`src/rtl/drop_verdict_arbiter_pkg.sv`:
```
// Shared filter package: checker verdict type, arbiter state encoding and
// timeout defaults used by drop_verdict_arbiter and its timeout counter.
package drop_verdict_arbiter_pkg;

    // One checker verdict: tvalid = verdict present, tuser = drop request
    typedef struct packed {
        logic tvalid;
        logic tuser;
    } drop_source_t;

    // Arbiter FSM states
    typedef enum logic [1:0] {
        ST_IDLE    = 2'd0,
        ST_COLLECT = 2'd1,
        ST_EMIT    = 2'd2
    } arb_state_t;

    // Default collection timeout in clk cycles (legal range 2..255)
    localparam int TIMEOUT_CYCLES_DEFAULT = 64;

    // Counter width large enough for the largest legal timeout
    localparam int TIMEOUT_CNT_W = 8;

endpackage

```
`src/rtl/drop_verdict_arbiter_if.sv`:
```
// Handshake bundle between the packet front end / checkers and the verdict
// arbiter. The master side issues packets, checker verdicts and downstream
// ready; the slave side (the arbiter) returns the combined verdict.
interface drop_verdict_arbiter_if #(
    parameter int NUM_CHECKERS = 4
) ();
    import drop_verdict_arbiter_pkg::*;

    logic                                pkt_start;
    drop_source_t [NUM_CHECKERS-1:0]     chk_drop;
    drop_source_t                        verdict;
    logic                                verdict_ready;

    modport master (
        output pkt_start,
        output chk_drop,
        output verdict_ready,
        input  verdict
    );

    modport slave (
        input  pkt_start,
        input  chk_drop,
        input  verdict_ready,
        output verdict
    );

endinterface

```
`src/rtl/drop_timeout_counter.sv`:
```
// Collection timeout counter for drop_verdict_arbiter.
// Only compiled when DROP_TIMEOUT_EN is defined; without it the arbiter has
// no timeout logic at all and this module does not exist.
// expired is high in the enabled cycle whose increment reaches LIMIT, so the
// arbiter leaves COLLECT at the end of the LIMIT-th collection cycle.
`ifdef DROP_TIMEOUT_EN
module drop_timeout_counter
    import drop_verdict_arbiter_pkg::*;
#(
    parameter int LIMIT = TIMEOUT_CYCLES_DEFAULT,
    parameter int CNT_W = TIMEOUT_CNT_W
) (
    input  logic clk,
    input  logic reset_n,
    input  logic enable,
    input  logic clear,
    output logic expired
);

    logic [CNT_W-1:0] count_r;

    // Cycle counter: clear has priority over counting
    always_ff @(posedge clk or negedge reset_n) begin
        if (!reset_n) begin
            count_r <= '0;
        end else if (clear) begin
            count_r <= '0;
        end else if (enable) begin
            count_r <= count_r + CNT_W'(1);
        end else begin
            count_r <= count_r;
        end
    end

    assign expired = enable && (count_r == CNT_W'(LIMIT - 1));

endmodule
`endif

```
`src/rtl/drop_verdict_arbiter.sv`:
```
// drop_verdict_arbiter: collects one drop verdict from each of NUM_CHECKERS
// checkers per packet, ORs the drop requests and presents a single combined
// verdict with a valid/ready handshake.
// Optional feature macro: DROP_TIMEOUT_EN -- when defined, a packet whose
// checkers do not all answer within TIMEOUT_CYCLES collection cycles is
// forced to a drop verdict and err_sticky[1] is set.
module drop_verdict_arbiter
    import drop_verdict_arbiter_pkg::*;
#(
    parameter int NUM_CHECKERS   = 4,
    parameter int TIMEOUT_CYCLES = TIMEOUT_CYCLES_DEFAULT
) (
    input  logic                   clk,
    input  logic                   reset_n,
    drop_verdict_arbiter_if.slave  bus,
    output logic                   busy,
    output logic [1:0]             err_sticky
);

    if ((NUM_CHECKERS < 1) || (NUM_CHECKERS > 8) ||
        (TIMEOUT_CYCLES < 2) || (TIMEOUT_CYCLES > 255)) begin : g_param_range_bad
        $error("drop_verdict_arbiter: NUM_CHECKERS or TIMEOUT_CYCLES out of range");
    end

    arb_state_t              state_r;
    arb_state_t              state_nxt_s;
    logic [NUM_CHECKERS-1:0] done_r;
    logic [NUM_CHECKERS-1:0] done_nxt_s;
    logic [NUM_CHECKERS-1:0] chk_valid_s;
    logic [NUM_CHECKERS-1:0] chk_req_s;
    logic [NUM_CHECKERS-1:0] chk_new_s;
    logic                    drop_acc_r;
    logic                    drop_acc_nxt_s;
    logic                    verdict_valid_r;
    logic                    verdict_valid_nxt_s;
    logic                    verdict_drop_r;
    logic                    verdict_drop_nxt_s;
    logic                    busy_r;
    logic                    busy_nxt_s;
    logic                    err_proto_r;
    logic                    err_proto_set_s;
    logic                    err_timeout_s;
    logic                    handshake_s;
    logic                    start_accept_s;
    logic                    all_done_s;
    logic                    timeout_s;

    // Unpack per-checker strobes; a drop request only counts with tvalid
    always_comb begin
        chk_valid_s = '0;
        chk_req_s   = '0;
        for (int i = 0; i < NUM_CHECKERS; i++) begin
            chk_valid_s[i] = bus.chk_drop[i].tvalid;
            chk_req_s[i]   = bus.chk_drop[i].tvalid & bus.chk_drop[i].tuser;
        end
    end

    assign all_done_s     = &done_r;
    assign handshake_s    = (state_r == ST_EMIT) && bus.verdict_ready;
    // A packet is taken in IDLE, or in EMIT on the handshake cycle itself
    assign start_accept_s = bus.pkt_start && ((state_r == ST_IDLE) || handshake_s);
    assign chk_new_s      = chk_valid_s & ~done_r;

`ifdef DROP_TIMEOUT_EN
    logic expired_s;
    logic err_timeout_r;
    logic timeout_set_s;

    drop_timeout_counter #(
        .LIMIT (TIMEOUT_CYCLES),
        .CNT_W (TIMEOUT_CNT_W)
    ) u_timeout (
        .clk     (clk),
        .reset_n (reset_n),
        .enable  (state_r == ST_COLLECT),
        .clear   (start_accept_s),
        .expired (expired_s)
    );

    assign timeout_s     = expired_s;
    assign timeout_set_s = (state_r == ST_COLLECT) && !all_done_s && timeout_s;

    // Sticky timeout flag, cleared only by reset
    always_ff @(posedge clk or negedge reset_n) begin
        if (!reset_n) begin
            err_timeout_r <= 1'b0;
        end else begin
            err_timeout_r <= err_timeout_r | timeout_set_s;
        end
    end

    assign err_timeout_s = err_timeout_r;
`else
    assign timeout_s     = 1'b0;
    assign err_timeout_s = 1'b0;
`endif

    // FSM state register
    always_ff @(posedge clk or negedge reset_n) begin
        if (!reset_n) begin
            state_r <= ST_IDLE;
        end else begin
            state_r <= state_nxt_s;
        end
    end

    // FSM next-state logic
    always_comb begin
        state_nxt_s = state_r;
        case (state_r)
            ST_IDLE: begin
                if (bus.pkt_start) begin
                    state_nxt_s = ST_COLLECT;
                end else begin
                    state_nxt_s = ST_IDLE;
                end
            end
            ST_COLLECT: begin
                if (all_done_s || timeout_s) begin
                    state_nxt_s = ST_EMIT;
                end else begin
                    state_nxt_s = ST_COLLECT;
                end
            end
            ST_EMIT: begin
                if (handshake_s && bus.pkt_start) begin
                    state_nxt_s = ST_COLLECT;
                end else if (handshake_s) begin
                    state_nxt_s = ST_IDLE;
                end else begin
                    state_nxt_s = ST_EMIT;
                end
            end
            default: begin
                state_nxt_s = ST_IDLE;
            end
        endcase
    end

    // Collection datapath: done mask, drop accumulator, protocol errors
    always_comb begin
        done_nxt_s      = done_r;
        drop_acc_nxt_s  = drop_acc_r;
        err_proto_set_s = 1'b0;
        case (state_r)
            ST_COLLECT: begin
                // Repeats from an already-done checker are discarded
                done_nxt_s      = done_r | chk_valid_s;
                drop_acc_nxt_s  = drop_acc_r | (|(chk_req_s & chk_new_s));
                err_proto_set_s = bus.pkt_start | (|(chk_valid_s & done_r));
            end
            ST_IDLE, ST_EMIT: begin
                if (start_accept_s) begin
                    // Verdicts arriving with pkt_start belong to the new packet
                    done_nxt_s     = chk_valid_s;
                    drop_acc_nxt_s = |chk_req_s;
                end else begin
                    err_proto_set_s = bus.pkt_start | (|chk_valid_s);
                end
            end
            default: begin
                done_nxt_s     = '0;
                drop_acc_nxt_s = 1'b0;
            end
        endcase
    end

    // FSM output logic: next values of the registered outputs
    always_comb begin
        verdict_valid_nxt_s = (state_nxt_s == ST_EMIT);
        busy_nxt_s          = (state_nxt_s != ST_IDLE);
        if ((state_r == ST_COLLECT) && (state_nxt_s == ST_EMIT)) begin
            // Complete collection uses the accumulator; timeout forces drop
            if (all_done_s) begin
                verdict_drop_nxt_s = drop_acc_r;
            end else begin
                verdict_drop_nxt_s = 1'b1;
            end
        end else if (state_nxt_s == ST_EMIT) begin
            verdict_drop_nxt_s = verdict_drop_r;
        end else begin
            verdict_drop_nxt_s = 1'b0;
        end
    end

    // Collection datapath registers and sticky protocol error
    always_ff @(posedge clk or negedge reset_n) begin
        if (!reset_n) begin
            done_r      <= '0;
            drop_acc_r  <= 1'b0;
            err_proto_r <= 1'b0;
        end else begin
            done_r      <= done_nxt_s;
            drop_acc_r  <= drop_acc_nxt_s;
            err_proto_r <= err_proto_r | err_proto_set_s;
        end
    end

    // Registered verdict and busy outputs
    always_ff @(posedge clk or negedge reset_n) begin
        if (!reset_n) begin
            verdict_valid_r <= 1'b0;
            verdict_drop_r  <= 1'b0;
            busy_r          <= 1'b0;
        end else begin
            verdict_valid_r <= verdict_valid_nxt_s;
            verdict_drop_r  <= verdict_drop_nxt_s;
            busy_r          <= busy_nxt_s;
        end
    end

    assign bus.verdict = '{tvalid: verdict_valid_r, tuser: verdict_drop_r};
    assign busy        = busy_r;
    assign err_sticky  = {err_timeout_s, err_proto_r};

endmodule

```
`src/flat_wrapper.sv`:
```
// flat-port wrapper written by rule: the top's interface ports become plain ports
module drop_verdict_arbiter_flat import drop_verdict_arbiter_pkg::*;
#(
    parameter int NUM_CHECKERS   = 4,
    parameter int TIMEOUT_CYCLES = TIMEOUT_CYCLES_DEFAULT
)
  (clk, reset_n, busy, err_sticky, bus_pkt_start, bus_chk_drop, bus_verdict_ready, bus_verdict);
  drop_verdict_arbiter_if #(.NUM_CHECKERS(NUM_CHECKERS)) bus_i ();
  input  logic clk;
  input  logic reset_n;
  output logic busy;
  output logic [1:0] err_sticky;
  input wire logic [$bits(bus_i.pkt_start)-1:0] bus_pkt_start;
  input wire logic [$bits(bus_i.chk_drop)-1:0] bus_chk_drop;
  input wire logic [$bits(bus_i.verdict_ready)-1:0] bus_verdict_ready;
  output wire logic [$bits(bus_i.verdict)-1:0] bus_verdict;
  assign bus_i.pkt_start = bus_pkt_start;
  assign bus_i.chk_drop = bus_chk_drop;
  assign bus_i.verdict_ready = bus_verdict_ready;
  assign bus_verdict = bus_i.verdict;
  drop_verdict_arbiter #(.NUM_CHECKERS(NUM_CHECKERS), .TIMEOUT_CYCLES(TIMEOUT_CYCLES)) u_core (.clk(clk), .reset_n(reset_n), .bus(bus_i), .busy(busy), .err_sticky(err_sticky));
endmodule
```
`config.mk`:
```
export PLATFORM = sky130hd
export DESIGN_NAME = drop_verdict_arbiter_flat
export DESIGN_NICKNAME = d
export VERILOG_FILES = /design/src/rtl/drop_verdict_arbiter_pkg.sv /design/src/rtl/drop_verdict_arbiter_if.sv /design/src/rtl/drop_timeout_counter.sv /design/src/rtl/drop_verdict_arbiter.sv /design/src/flat_wrapper.sv
export SDC_FILE = /design/constraint.sdc
export NUM_CORES = 1
export LEC_CHECK = 0
export ABC_AREA = 1
export CAP_MARGIN = 20
export CORE_AREA = 2 2 39 41
export DETAILED_ROUTE_END_ITERATION = 6
export DIE_AREA = 0 0 41 43
export PLACE_DENSITY = 0.8
export SLEW_MARGIN = 5
export SYNTH_ARGS = -nofsm -noshare
export SYNTH_HDL_FRONTEND = slang
export SYNTH_SLANG_ARGS = --single-unit
```
`constraint.sdc`:
```
create_clock -name clk -period 2.3 [get_ports clk]
set_input_delay 0.575 -clock clk [delete_from_list [all_inputs] [get_ports clk]]
set_output_delay 0.575 -clock clk [all_outputs]
set_load 0.01 [all_outputs]
```
Word-level counts from Yosys, hierarchy flattened --
Cells that the tools add are included.
Storage, ports and cells: register bits after elaboration 11, input bits 12, output and inout bits 5, logic and storage cells 52
Operators by class: equality and inequality tests 5, multiplexer cells 14, bitwise logic cells 13, reduce and logical (&&, ||, !) cells 13
Operator list (number):
- OR reduction 4 bit | 4
- bitwise AND 4 bit | 3
- case mux 4 bit (2 select lines) | 1
- 2-to-1 mux 1 bit | 6
- 2-to-1 mux 2 bit | 3
- case mux 2 bit (3 select lines) | 1
- bitwise AND 1 bit | 4
- == test 2 bit (second input constant) | 2
- logical AND 1 bit | 4
- 2-to-1 mux 4 bit | 1
- inverter 4 bit | 1
- bitwise OR 1 bit | 4
- bitwise OR 4 bit | 1
- case mux 1 bit (2 select lines) | 2
- AND reduction 4 bit | 1
- == test 2 x 1 -> 1 bit (second input constant) | 1
- zero test 2 bit | 1
- != test 2 x 1 -> 1 bit (second input constant) | 1
- != test 2 bit (second input constant) | 1
- nonzero test 2 bit | 1
- OR reduction 2 bit | 1
- logical OR 1 bit | 1

Longest topological paths before layout --
Gate-level depths: netlist of the first run.
depth after elaboration 8, depth in mapped cells 7, gate-level depth less buffers 7

Least setup slack after synthesis of the first run --
OpenSTA, ideal clock, no wires.
kind input to register, from input port bus_verdict_ready, to register u_core.busy_r, in the netlist u_core.busy, arrival 1.156 ns, path slack 1.020 ns, cell stages on the path 7, buffers on the path 0, cell sequence inv_1 -> nand2_1 -> nand2_1 -> nand2_2 -> o21ai_4 -> nor2_2 -> or2_1
Between the ends: longest elaborated chain between the ends 5, elaborated cells on any way between the ends 6, those cells by class mux: 3; reduce/logical: 3
RTL lines:
- start, declared | RTL line flat_wrapper.sv:15 | input wire logic [$bits(bus_i.verdict_ready)-1:0] bus_verdict_ready;
- logical AND 1 bit | RTL line drop_verdict_arbiter.sv:59 | assign handshake_s = (state_r == ST_EMIT) && bus.verdict_ready;
- logical AND 1 bit | RTL line drop_verdict_arbiter.sv:126 | if (handshake_s && bus.pkt_start) begin
- 2-to-1 mux 2 bit | RTL line drop_verdict_arbiter.sv:126
- case mux 2 bit (3 select lines) | RTL line drop_verdict_arbiter.sv:110 | case (state_r)
- net u_core.state_nxt_s[0] | RTL line drop_verdict_arbiter.sv:26 | arb_state_t state_nxt_s;
- nonzero test 2 bit | RTL line drop_verdict_arbiter.sv:171 | busy_nxt_s = (state_nxt_s != ST_IDLE);
- net u_core.busy_nxt_s | RTL line drop_verdict_arbiter.sv:39 | logic busy_nxt_s;
- end signal, assigned | RTL line drop_verdict_arbiter.sv:208 | busy_r <= busy_nxt_s;
- end, declared | RTL line drop_verdict_arbiter.sv:38 | logic busy_r;
The timed path passes the listed nets, and every way through them passes these cells. A chain may end at the register's enable or synchronous reset.

Final worst setup path of the first run --
from register u_core.err_proto_r, to output port err_sticky[0]
RTL lines:
- start, declared | RTL line drop_verdict_arbiter.sv:40 | logic err_proto_r;
- start signal, assigned | RTL line drop_verdict_arbiter.sv:195 | err_proto_r <= err_proto_r | err_proto_set_s;
- end, declared | RTL line flat_wrapper.sv:12 | output logic [1:0] err_sticky;
No word-level cell between the ends.

==> results of run 1 <==
-- per-layer routing --
metal / global-route usage (%) / wire (µm) / vias to the layer above
li1: - / - / 276
met1: 25.25 / 547 / 243
met2: 25.94 / 575 / 24
met3: 4.712 / 79 / 5
met4: 10.67 / 36 / 0
met5: 0 / 0 / -
-- worst max-delay path by stage --
stage                                 startpoint                            to  slack (ns)  cells past startpoint
finish              u_core.err_proto_r$_DFF_PN0_                 err_sticky[0]        0.59                      1
global route        u_core.err_proto_r$_DFF_PN0_                 err_sticky[0]        0.52                      1
CTS                 u_core.err_proto_r$_DFF_PN0_                 err_sticky[0]        0.57                      1
detailed placement             bus_verdict_ready  u_core.done_r[3]$_DFFE_PN0P_        0.49                      8
global placement               bus_verdict_ready  u_core.done_r[0]$_DFFE_PN0P_        0.52                      8
floorplan                      bus_verdict_ready         u_core.busy$_DFF_PN0_        1.02                      7
-- flip-flops by register name, summed over array words and instances (netlist names) --
register / cells
u_core.err_proto_r: 1
u_core.done_r: 4
u_core.state_r: 2
u_core.drop_acc_r: 1
u_core.busy: 1
u_core.verdict_drop_r: 1
u_core.verdict_valid_r: 1
-- layout make-up --
type	count	area share [%]
multi-input cells	51	33.71
repair buffers	15	19.26
flip-flops and latches	11	35.31
well taps	16	2.568
clock buffers	4	3.371
inverters	12	5.778
-- synthesized netlist by cell type --
library cell / count / area (µm²)
sky130_fd_sc_hd__nand2_1: 15 / 56.30
sky130_fd_sc_hd__dfrtp_1: 11 / 275.3
sky130_fd_sc_hd__inv_1: 11 / 41.29
sky130_fd_sc_hd__nor2_1: 9 / 33.78
sky130_fd_sc_hd__o21ai_0: 7 / 35.03
sky130_fd_sc_hd__buf_4: 4 / 30.03
sky130_fd_sc_hd__nand3_1: 4 / 20.02
sky130_fd_sc_hd__o22ai_1: 3 / 18.77
sky130_fd_sc_hd__nand4_1: 2 / 12.51
sky130_fd_sc_hd__a21oi_1: 1 / 5.000
sky130_fd_sc_hd__conb_1: 1 / 3.750
sky130_fd_sc_hd__inv_2: 1 / 3.750
sky130_fd_sc_hd__nand2_2: 1 / 6.260
sky130_fd_sc_hd__nand3b_1: 1 / 7.510
sky130_fd_sc_hd__nor2_2: 1 / 6.260
sky130_fd_sc_hd__nor3_1: 1 / 5.000
sky130_fd_sc_hd__nor3_2: 1 / 10.01
sky130_fd_sc_hd__o21ai_4: 1 / 16.27
sky130_fd_sc_hd__o21bai_1: 1 / 7.510
sky130_fd_sc_hd__o22ai_2: 1 / 12.51
sky130_fd_sc_hd__or2_1: 1 / 6.260
-- kinds of logic after synthesis --
| family | after synthesis | synth area share [%] |
|---|---|---|
| AOI/OAI and AO/OA | 14 | 15.51 |
| buffers and inverters | 16 | 12.24 |
| DFF | 11 | 44.90 |
| other | 1 | 0.6117 |
| and+or+nand+nor | 36 | 26.74 |
-- power groups by stage --
stage	logic [W]	registers (W)	clock network (W)
detailed placement	0.000400	0.000353	0
global placement	0.000391	0.000350	0
finish	0.000410	0.000351	0.000130
CTS	0.000409	0.000349	0.000132
floorplan	0.000300	0.000337	0
global route	0.000465	0.000361	0.000149
-- through the flow --
stage	cell area (µm²)	util (%)	hold WS (ns)
floorplan	613.1	-	0.2794
global placement	753.2	54.43	0.4564
detailed placement	753.2	54.43	0.4752
CTS	779.5	56.33	0.4904
global route	779.5	56.33	0.5267
finish	779.5	56.33	0.4779
==> impl_metrics.prom, run 1 <==
# TYPE chip_impl_metric gauge
chip_impl_metric{name="postSynthRegisterBits",unit=""} 11
chip_impl_metric{name="yosysSeqAreaShare",unit="%"} 44.90
chip_impl_metric{name="finalHoldViolations",unit=""} 0
chip_impl_metric{name="final_hpwl_from_detailed_placement",unit="µm"} 942.1
chip_impl_info{name="run_status",value="completed"} 1
chip_impl_metric{name="post_drt_wl_per_cell",unit="µm"} 11.37
chip_impl_metric{name="clock-skew-final",unit="ns"} 0.001409
chip_impl_metric{name="post-route-drc-count",unit=""} 0
chip_impl_metric{name="port_buffers",unit=""} 15
chip_impl_metric{name="multi_input_area",unit="µm²"} 262.8
chip_impl_metric{name="syn-instance-count",unit=""} 78
chip_impl_metric{name="seq_power_share",unit="%"} 39.4
chip_impl_metric{name="antenna_violating_nets_post_route",unit=""} 0
chip_impl_metric{name="postCtsSetupBuffers",unit=""} 0
chip_impl_metric{name="number_of_cells_on_the_worst_hold_path",unit=""} 1
chip_impl_metric{name="cts_max_path_buffers",unit=""} 2
chip_impl_metric{name="synth.net_count",unit=""} 90
chip_impl_metric{name="min_period",unit="ns"} 1.713
chip_impl_metric{name="max_freq",unit="MHz"} 583.8
chip_impl_metric{name="track_usage",unit="%"} 18.69
chip_impl_info{name="hold_path_class",value="reg -> reg"} 1
chip_impl_metric{name="setup_viol",unit=""} 0
chip_impl_metric{name="p_comb_share",unit="%"} 46.0
chip_impl_metric{name="flow.area_growth_from_synthesis",unit="%"} 27.14
chip_impl_metric{name="post-place-cells",unit=""} 105
chip_impl_info{name="r2r_start",value="u_core.state_r[1]$_DFF_PN0_"} 1
chip_impl_metric{name="totalNegativeSetupSlack",unit="ns"} 0
chip_impl_metric{name="post-route-period-util",unit="%"} 74.48
chip_impl_metric{name="yosysWarningCount",unit=""} 0
chip_impl_metric{name="cts.clk_slew.worst_paths",unit="ns"} 0.07
chip_impl_metric{name="leakagePower",unit="nW"} 0.3716
chip_impl_info{name="criticalPathCategory",value="reg -> out"} 1
chip_impl_info{name="layout_common_cells",value="15 x sky130_fd_sc_hd__nand2_1, 15 x sky130_fd_sc_hd__clkdlybuf4s50_1, 11 x sky130_fd_sc_hd__inv_1, 11 x sky130_fd_sc_hd__dfrtp_1, 9 x sky130_fd_sc_hd__nor2_1"} 1
chip_impl_metric{name="netlist_area",unit="µm²"} 613.1
chip_impl_info{name="critical_path.startpoint_type",value="register"} 1
chip_impl_info{name="worstReg2RegEnd",value="u_core.done_r[1]$_DFFE_PN0P_"} 1
chip_impl_metric{name="die_h",unit="µm"} 43
chip_impl_metric{name="max_stage_delay",unit="ns"} 0.53
chip_impl_metric{name="seq_area",unit="µm²"} 275.3
chip_impl_metric{name="clk-insertion-delay-late",unit="ns"} 0.27
chip_impl_info{name="setup_repair_after_global_routing_missed_its_margin",value="false"} 1
chip_impl_metric{name="cts_inserted_buffers",unit=""} 3
chip_impl_info{name="beginning_of_the_worst_hold_path",value="u_core.err_proto_r$_DFF_PN0_"} 1
chip_impl_metric{name="floorplan.die_area",unit="µm²"} 1763
chip_impl_metric{name="floorplan.initialDensity",unit="%"} 44.30
chip_impl_metric{name="power_density",unit="nW/µm²"} 1144
chip_impl_metric{name="synthDistinctLibCells",unit=""} 21
chip_impl_info{name="clock_tree_from_tritoncts",value="done"} 1
chip_impl_info{name="clockRootBuffer",value="sky130_fd_sc_hd__clkbuf_4"} 1
chip_impl_metric{name="number_of_vias_per_cell_after_detailed_routing",unit=""} 5.028
chip_impl_info{name="worstPathCellList",value="clkdlybuf4s50_1"} 1
chip_impl_metric{name="cell_internal_power",unit="W"} 0.0005192
chip_impl_metric{name="drt-total-wl",unit="µm"} 1239
chip_impl_metric{name="antenna_found_initial",unit=""} 0
chip_impl_metric{name="place_worst_setup_slack",unit="ns"} 0.4935
chip_impl_metric{name="postCtsHoldBufs",unit=""} 0
chip_impl_metric{name="antennaDiodeCount",unit=""} 0
chip_impl_metric{name="drt-pass1-iter-count",unit=""} 4
chip_impl_metric{name="cap_viol_max_count",unit=""} 0
chip_impl_metric{name="ctsResizeCount",unit=""} 0
chip_impl_metric{name="final_critical_path_setup_slack",unit="ns"} 0.5870
chip_impl_metric{name="syn_avg_cell_area",unit="µm²"} 7.860
chip_impl_metric{name="grt_max_degree",unit=""} 12
chip_impl_metric{name="grt_first_pass_wirelength",unit="µm"} 2208
chip_impl_metric{name="reg2reg_setup_slack",unit="ns"} 1.12
chip_impl_metric{name="critPathArrivalTime",unit="ns"} 1.14
chip_impl_metric{name="critPathRequiredTime",unit="ns"} 1.73
chip_impl_info{name="slowest_stage",value="sky130_fd_sc_hd__clkdlybuf4s50_1"} 1
chip_impl_metric{name="drive_gt1_share",unit="%"} 9.677
chip_impl_metric{name="worstPathMaxFanout",unit=""} 2
chip_impl_metric{name="cts.sink_count",unit=""} 11
chip_impl_metric{name="vdd.ir_drop.worst",unit="mV"} 0.4806
chip_impl_metric{name="post-layout-total-power",unit="W"} 0.0008914
chip_impl_metric{name="gp_congestion",unit=""} 0.8964
chip_impl_metric{name="drt_iter0_markers",unit=""} 15
chip_impl_metric{name="post_layout_nonfiller_instances",unit=""} 109
chip_impl_metric{name="dieWidth",unit="µm"} 41
chip_impl_info{name="timing.critical_path.to_type",value="primary output"} 1
chip_impl_metric{name="rows",unit=""} 14
chip_impl_metric{name="total_gr_overflow",unit=""} 0
chip_impl_metric{name="design.core.area",unit="µm²"} 1384
chip_impl_metric{name="cp_num_buf_inv",unit=""} 1
chip_impl_metric{name="htreeDepth",unit=""} 1
chip_impl_metric{name="nNetsFinal",unit=""} 106
chip_impl_metric{name="power.net_switching",unit="W"} 0.0003722
chip_impl_metric{name="ff2ff_path_depth",unit=""} 6
chip_impl_metric{name="fillers",unit=""} 145
chip_impl_metric{name="dr_total_vias",unit=""} 548
chip_impl_metric{name="power.share.clock",unit="%"} 14.6
chip_impl_metric{name="grt_pass1_vias",unit=""} 528
chip_impl_info{name="crit_family",value="buffers and inverters"} 1
chip_impl_metric{name="share_of_total_power_consumed_by_net_switching",unit="%"} 41.75
chip_impl_metric{name="i_o_pin_count",unit=""} 17
chip_impl_info{name="hold-path-endpoint",value="u_core.err_proto_r$_DFF_PN0_"} 1
chip_impl_metric{name="maxSlewViolCount",unit=""} 0
(Power assumes the default switching activity.)
==> run 2, diff against run 1 <==
--- a/config.mk
+++ b/config.mk
@@ -7,10 +7,9 @@
 export LEC_CHECK = 0
 export ABC_AREA = 1
 export CAP_MARGIN = 20
-export CORE_AREA = 2 2 39 41
+export CORE_UTILIZATION = 45
 export DETAILED_ROUTE_END_ITERATION = 6
-export DIE_AREA = 0 0 41 43
-export PLACE_DENSITY = 0.8
+export PLACE_DENSITY = 0.79
 export SLEW_MARGIN = 5
 export SYNTH_ARGS = -nofsm -noshare
 export SYNTH_HDL_FRONTEND = slang
==> constraint.sdc (replaced) <==
create_clock -name clk -period 1.7 [get_ports clk]
set_input_delay 0.425 -clock clk [delete_from_list [all_inputs] [get_ports clk]]
set_output_delay 0.425 -clock clk [all_outputs]
set_load 0.01 [all_outputs]
==> run 2 against run 1 <==
Sequential power is 35% higher; first-iteration DRC count is 47% lower; die area is 14% lower; clock skew is 0.0014 ns higher; sequential share of layout area is 0.23 points lower; utilization is 9.8 points higher; count of clock-buffer cells in the layout stayed put; worst hold slack better by 0.0012 ns; register-to-register slack worse by 0.55 ns; wire length is 5.7% lower; setup slack worse by 0.45 ns; critical path depth stayed put; largest cell class unchanged.
==> impl_metrics.prom, run 2 (synthesized netlist as in run 1, its figures left out) <==
# TYPE chip_impl_metric gauge
chip_impl_metric{name="antenna_violating_nets_post_route",unit=""} 0
chip_impl_metric{name="antennaDiodeCount",unit=""} 0
chip_impl_metric{name="max_freq",unit="MHz"} 638.4
chip_impl_metric{name="largest_register_ffs",unit=""} 4
chip_impl_metric{name="dr_total_vias",unit=""} 564
chip_impl_metric{name="design.core.area",unit="µm²"} 1186
chip_impl_metric{name="i_o_pin_count",unit=""} 17
chip_impl_metric{name="worst_hold_slack",unit="ns"} 0.4790
chip_impl_metric{name="totalNegativeSetupSlack",unit="ns"} 0
chip_impl_metric{name="dr_wl_met2",unit="µm"} 546
chip_impl_metric{name="cts_max_path_buffers",unit=""} 2
chip_impl_info{name="crit_family",value="buffers and inverters"} 1
chip_impl_metric{name="htreeDepth",unit=""} 1
chip_impl_metric{name="cp_num_buf_inv",unit=""} 1
chip_impl_info{name="worstPathCellList",value="clkdlybuf4s50_1"} 1
chip_impl_metric{name="vdd.ir_drop.worst",unit="mV"} 0.8118
chip_impl_metric{name="power_density",unit="nW/µm²"} 1529
chip_impl_metric{name="met3_length",unit="µm"} 89
chip_impl_metric{name="floorplan.die_area",unit="µm²"} 1514
chip_impl_metric{name="min_period",unit="ns"} 1.567
chip_impl_info{name="criticalPathCategory",value="reg -> out"} 1
chip_impl_metric{name="drt_iter0_markers",unit=""} 8
chip_impl_metric{name="grt_pass1_vias",unit=""} 512
chip_impl_info{name="slowest_stage",value="sky130_fd_sc_hd__clkdlybuf4s50_1"} 1
chip_impl_metric{name="maxSlewViolCount",unit=""} 0
chip_impl_metric{name="post-layout-total-power",unit="W"} 0.001200
chip_impl_metric{name="flow.area_growth_from_synthesis",unit="%"} 27.96
chip_impl_metric{name="dieWidth",unit="µm"} 38.91
chip_impl_info{name="worstReg2RegEnd",value="u_core.busy$_DFF_PN0_"} 1
chip_impl_info{name="timing.critical_path.to_type",value="primary output"} 1
chip_impl_metric{name="total_gr_overflow",unit=""} 0
chip_impl_metric{name="floorplan.initialDensity",unit="%"} 51.69
chip_impl_metric{name="cap_viol_max_count",unit=""} 0
chip_impl_info{name="hold_path_class",value="in -> async"} 1
chip_impl_metric{name="post_layout_nonfiller_instances",unit=""} 108
chip_impl_metric{name="critPathRequiredTime",unit="ns"} 1.27
chip_impl_metric{name="port_buffers",unit=""} 15
chip_impl_metric{name="die_h",unit="µm"} 38.91
chip_impl_metric{name="final_hpwl_from_detailed_placement",unit="µm"} 968.8
chip_impl_metric{name="post-place-cells",unit=""} 104
chip_impl_info{name="clockRootBuffer",value="sky130_fd_sc_hd__clkbuf_4"} 1
chip_impl_metric{name="post_drt_wl_per_cell",unit="µm"} 10.81
chip_impl_metric{name="max_stage_delay",unit="ns"} 0.53
chip_impl_info{name="layout_common_cells",value="15 x sky130_fd_sc_hd__nand2_1, 15 x sky130_fd_sc_hd__clkdlybuf4s50_1, 11 x sky130_fd_sc_hd__inv_1, 11 x sky130_fd_sc_hd__dfrtp_1, 9 x sky130_fd_sc_hd__nor2_1"} 1
chip_impl_metric{name="ff2ff_path_depth",unit=""} 5
chip_impl_metric{name="post-route-period-util",unit="%"} 92.15
chip_impl_metric{name="detail_route.wirelength.met1",unit="µm"} 522
chip_impl_metric{name="number_of_vias_per_cell_after_detailed_routing",unit=""} 5.222
chip_impl_metric{name="rows",unit=""} 12
chip_impl_metric{name="finalCoreUtilization",unit="%"} 66.14
chip_impl_info{name="clock_tree_from_tritoncts",value="done"} 1
chip_impl_metric{name="postCtsSetupBuffers",unit=""} 0
chip_impl_info{name="r2r_start",value="u_core.state_r[0]$_DFF_PN0_"} 1
chip_impl_metric{name="post-route-drc-count",unit=""} 0
chip_impl_metric{name="track_usage",unit="%"} 20.78
chip_impl_info{name="run_status",value="completed"} 1
chip_impl_metric{name="nNetsFinal",unit=""} 107
chip_impl_info{name="critical_path.startpoint_type",value="register"} 1
chip_impl_info{name="timing.critical_path.from",value="u_core.err_proto_r$_DFF_PN0_"} 1
chip_impl_metric{name="leakagePower",unit="nW"} 0.3758
chip_impl_metric{name="antenna_found_initial",unit=""} 0
chip_impl_metric{name="drive_gt1_share",unit="%"} 10.64
chip_impl_metric{name="finalHoldViolations",unit=""} 0
chip_impl_info{name="top_register",value="u_core.done_r"} 1
chip_impl_info{name="top_signal_layer_used",value="met4"} 1
chip_impl_metric{name="clk-insertion-delay-late",unit="ns"} 0.26
chip_impl_metric{name="cts.clk_slew.worst_paths",unit="ns"} 0.07
chip_impl_info{name="reg.largest.list",value="u_core.done_r x4, u_core.state_r x2"} 1
chip_impl_metric{name="reg2reg_setup_slack",unit="ns"} 0.57
chip_impl_metric{name="grt_first_pass_wirelength",unit="µm"} 2063
chip_impl_metric{name="cts_inserted_buffers",unit=""} 3
chip_impl_metric{name="drt-pass1-iter-count",unit=""} 4
chip_impl_metric{name="grt_max_degree",unit=""} 12
chip_impl_metric{name="critPathArrivalTime",unit="ns"} 1.14
chip_impl_metric{name="cts.sink_count",unit=""} 11
chip_impl_metric{name="gp_congestion",unit=""} 0.8441
chip_impl_metric{name="clock-skew-final",unit="ns"} 0.002788
chip_impl_metric{name="drt-total-wl",unit="µm"} 1168
chip_impl_metric{name="setup_viol",unit=""} 0
chip_impl_info{name="setup_repair_after_global_routing_missed_its_margin",value="false"} 1
chip_impl_metric{name="ctsResizeCount",unit=""} 0
chip_impl_metric{name="worstPathMaxFanout",unit=""} 2
chip_impl_metric{name="postCtsHoldBufs",unit=""} 0
-- run 2: changes by cell type in the layout (fill, tap and decap cells not counted) --
cell,delta
sky130_fd_sc_hd__buf_4,+1
-- run 2: how the worst max path moves through the flow --
stage / end / cells past startpoint
floorplan: u_core.busy$_DFF_PN0_ / 7
global placement: u_core.done_r[0]$_DFFE_PN0P_ / 8
detailed placement: u_core.done_r[3]$_DFFE_PN0P_ / 8
CTS: err_sticky[0] / 1
global route: err_sticky[0] / 1
finish: err_sticky[0] / 1
-- run 2: layer usage --
metal	up-vias	global-route usage [%]
li1	278	-
met2	26	30.42
met1	258	25.55
met4	0	13.79
met5	-	0
met3	2	6.936
-- run 2: through the flow --
stage	worst slack, ns	area [µm²]
after global routing	0.09434	784.5
final	0.1335	784.5
after detailed placement	0.07644	758.2
after global placement	0.1247	758.2
after floorplan	0.5698	613.1
after CTS	0.1235	784.5
-- run 2: final cells by class --
type | count | area [µm²]
sequential | 11 | 275.3
tap | 14 | 17.52
multi-input combinational | 51 | 262.8
clock buffer | 4 | 26.28
timing repair buffer | 16 | 157.7
fill | 102 | 401.6
inverter | 12 | 45.04
-- run 2: power breakdown --
| group | internal, W | leakage [nW] | switching (W) | total [W] |
|---|---|---|---|---|
| combinational | 0.000240 | 0.235 | 0.000311 | 0.000551 |
| sequential | 0.000378 | 0.126 | 0.0000972 | 0.000475 |
| clock | 0.0000908 | 0.0150 | 0.0000824 | 0.000173 |
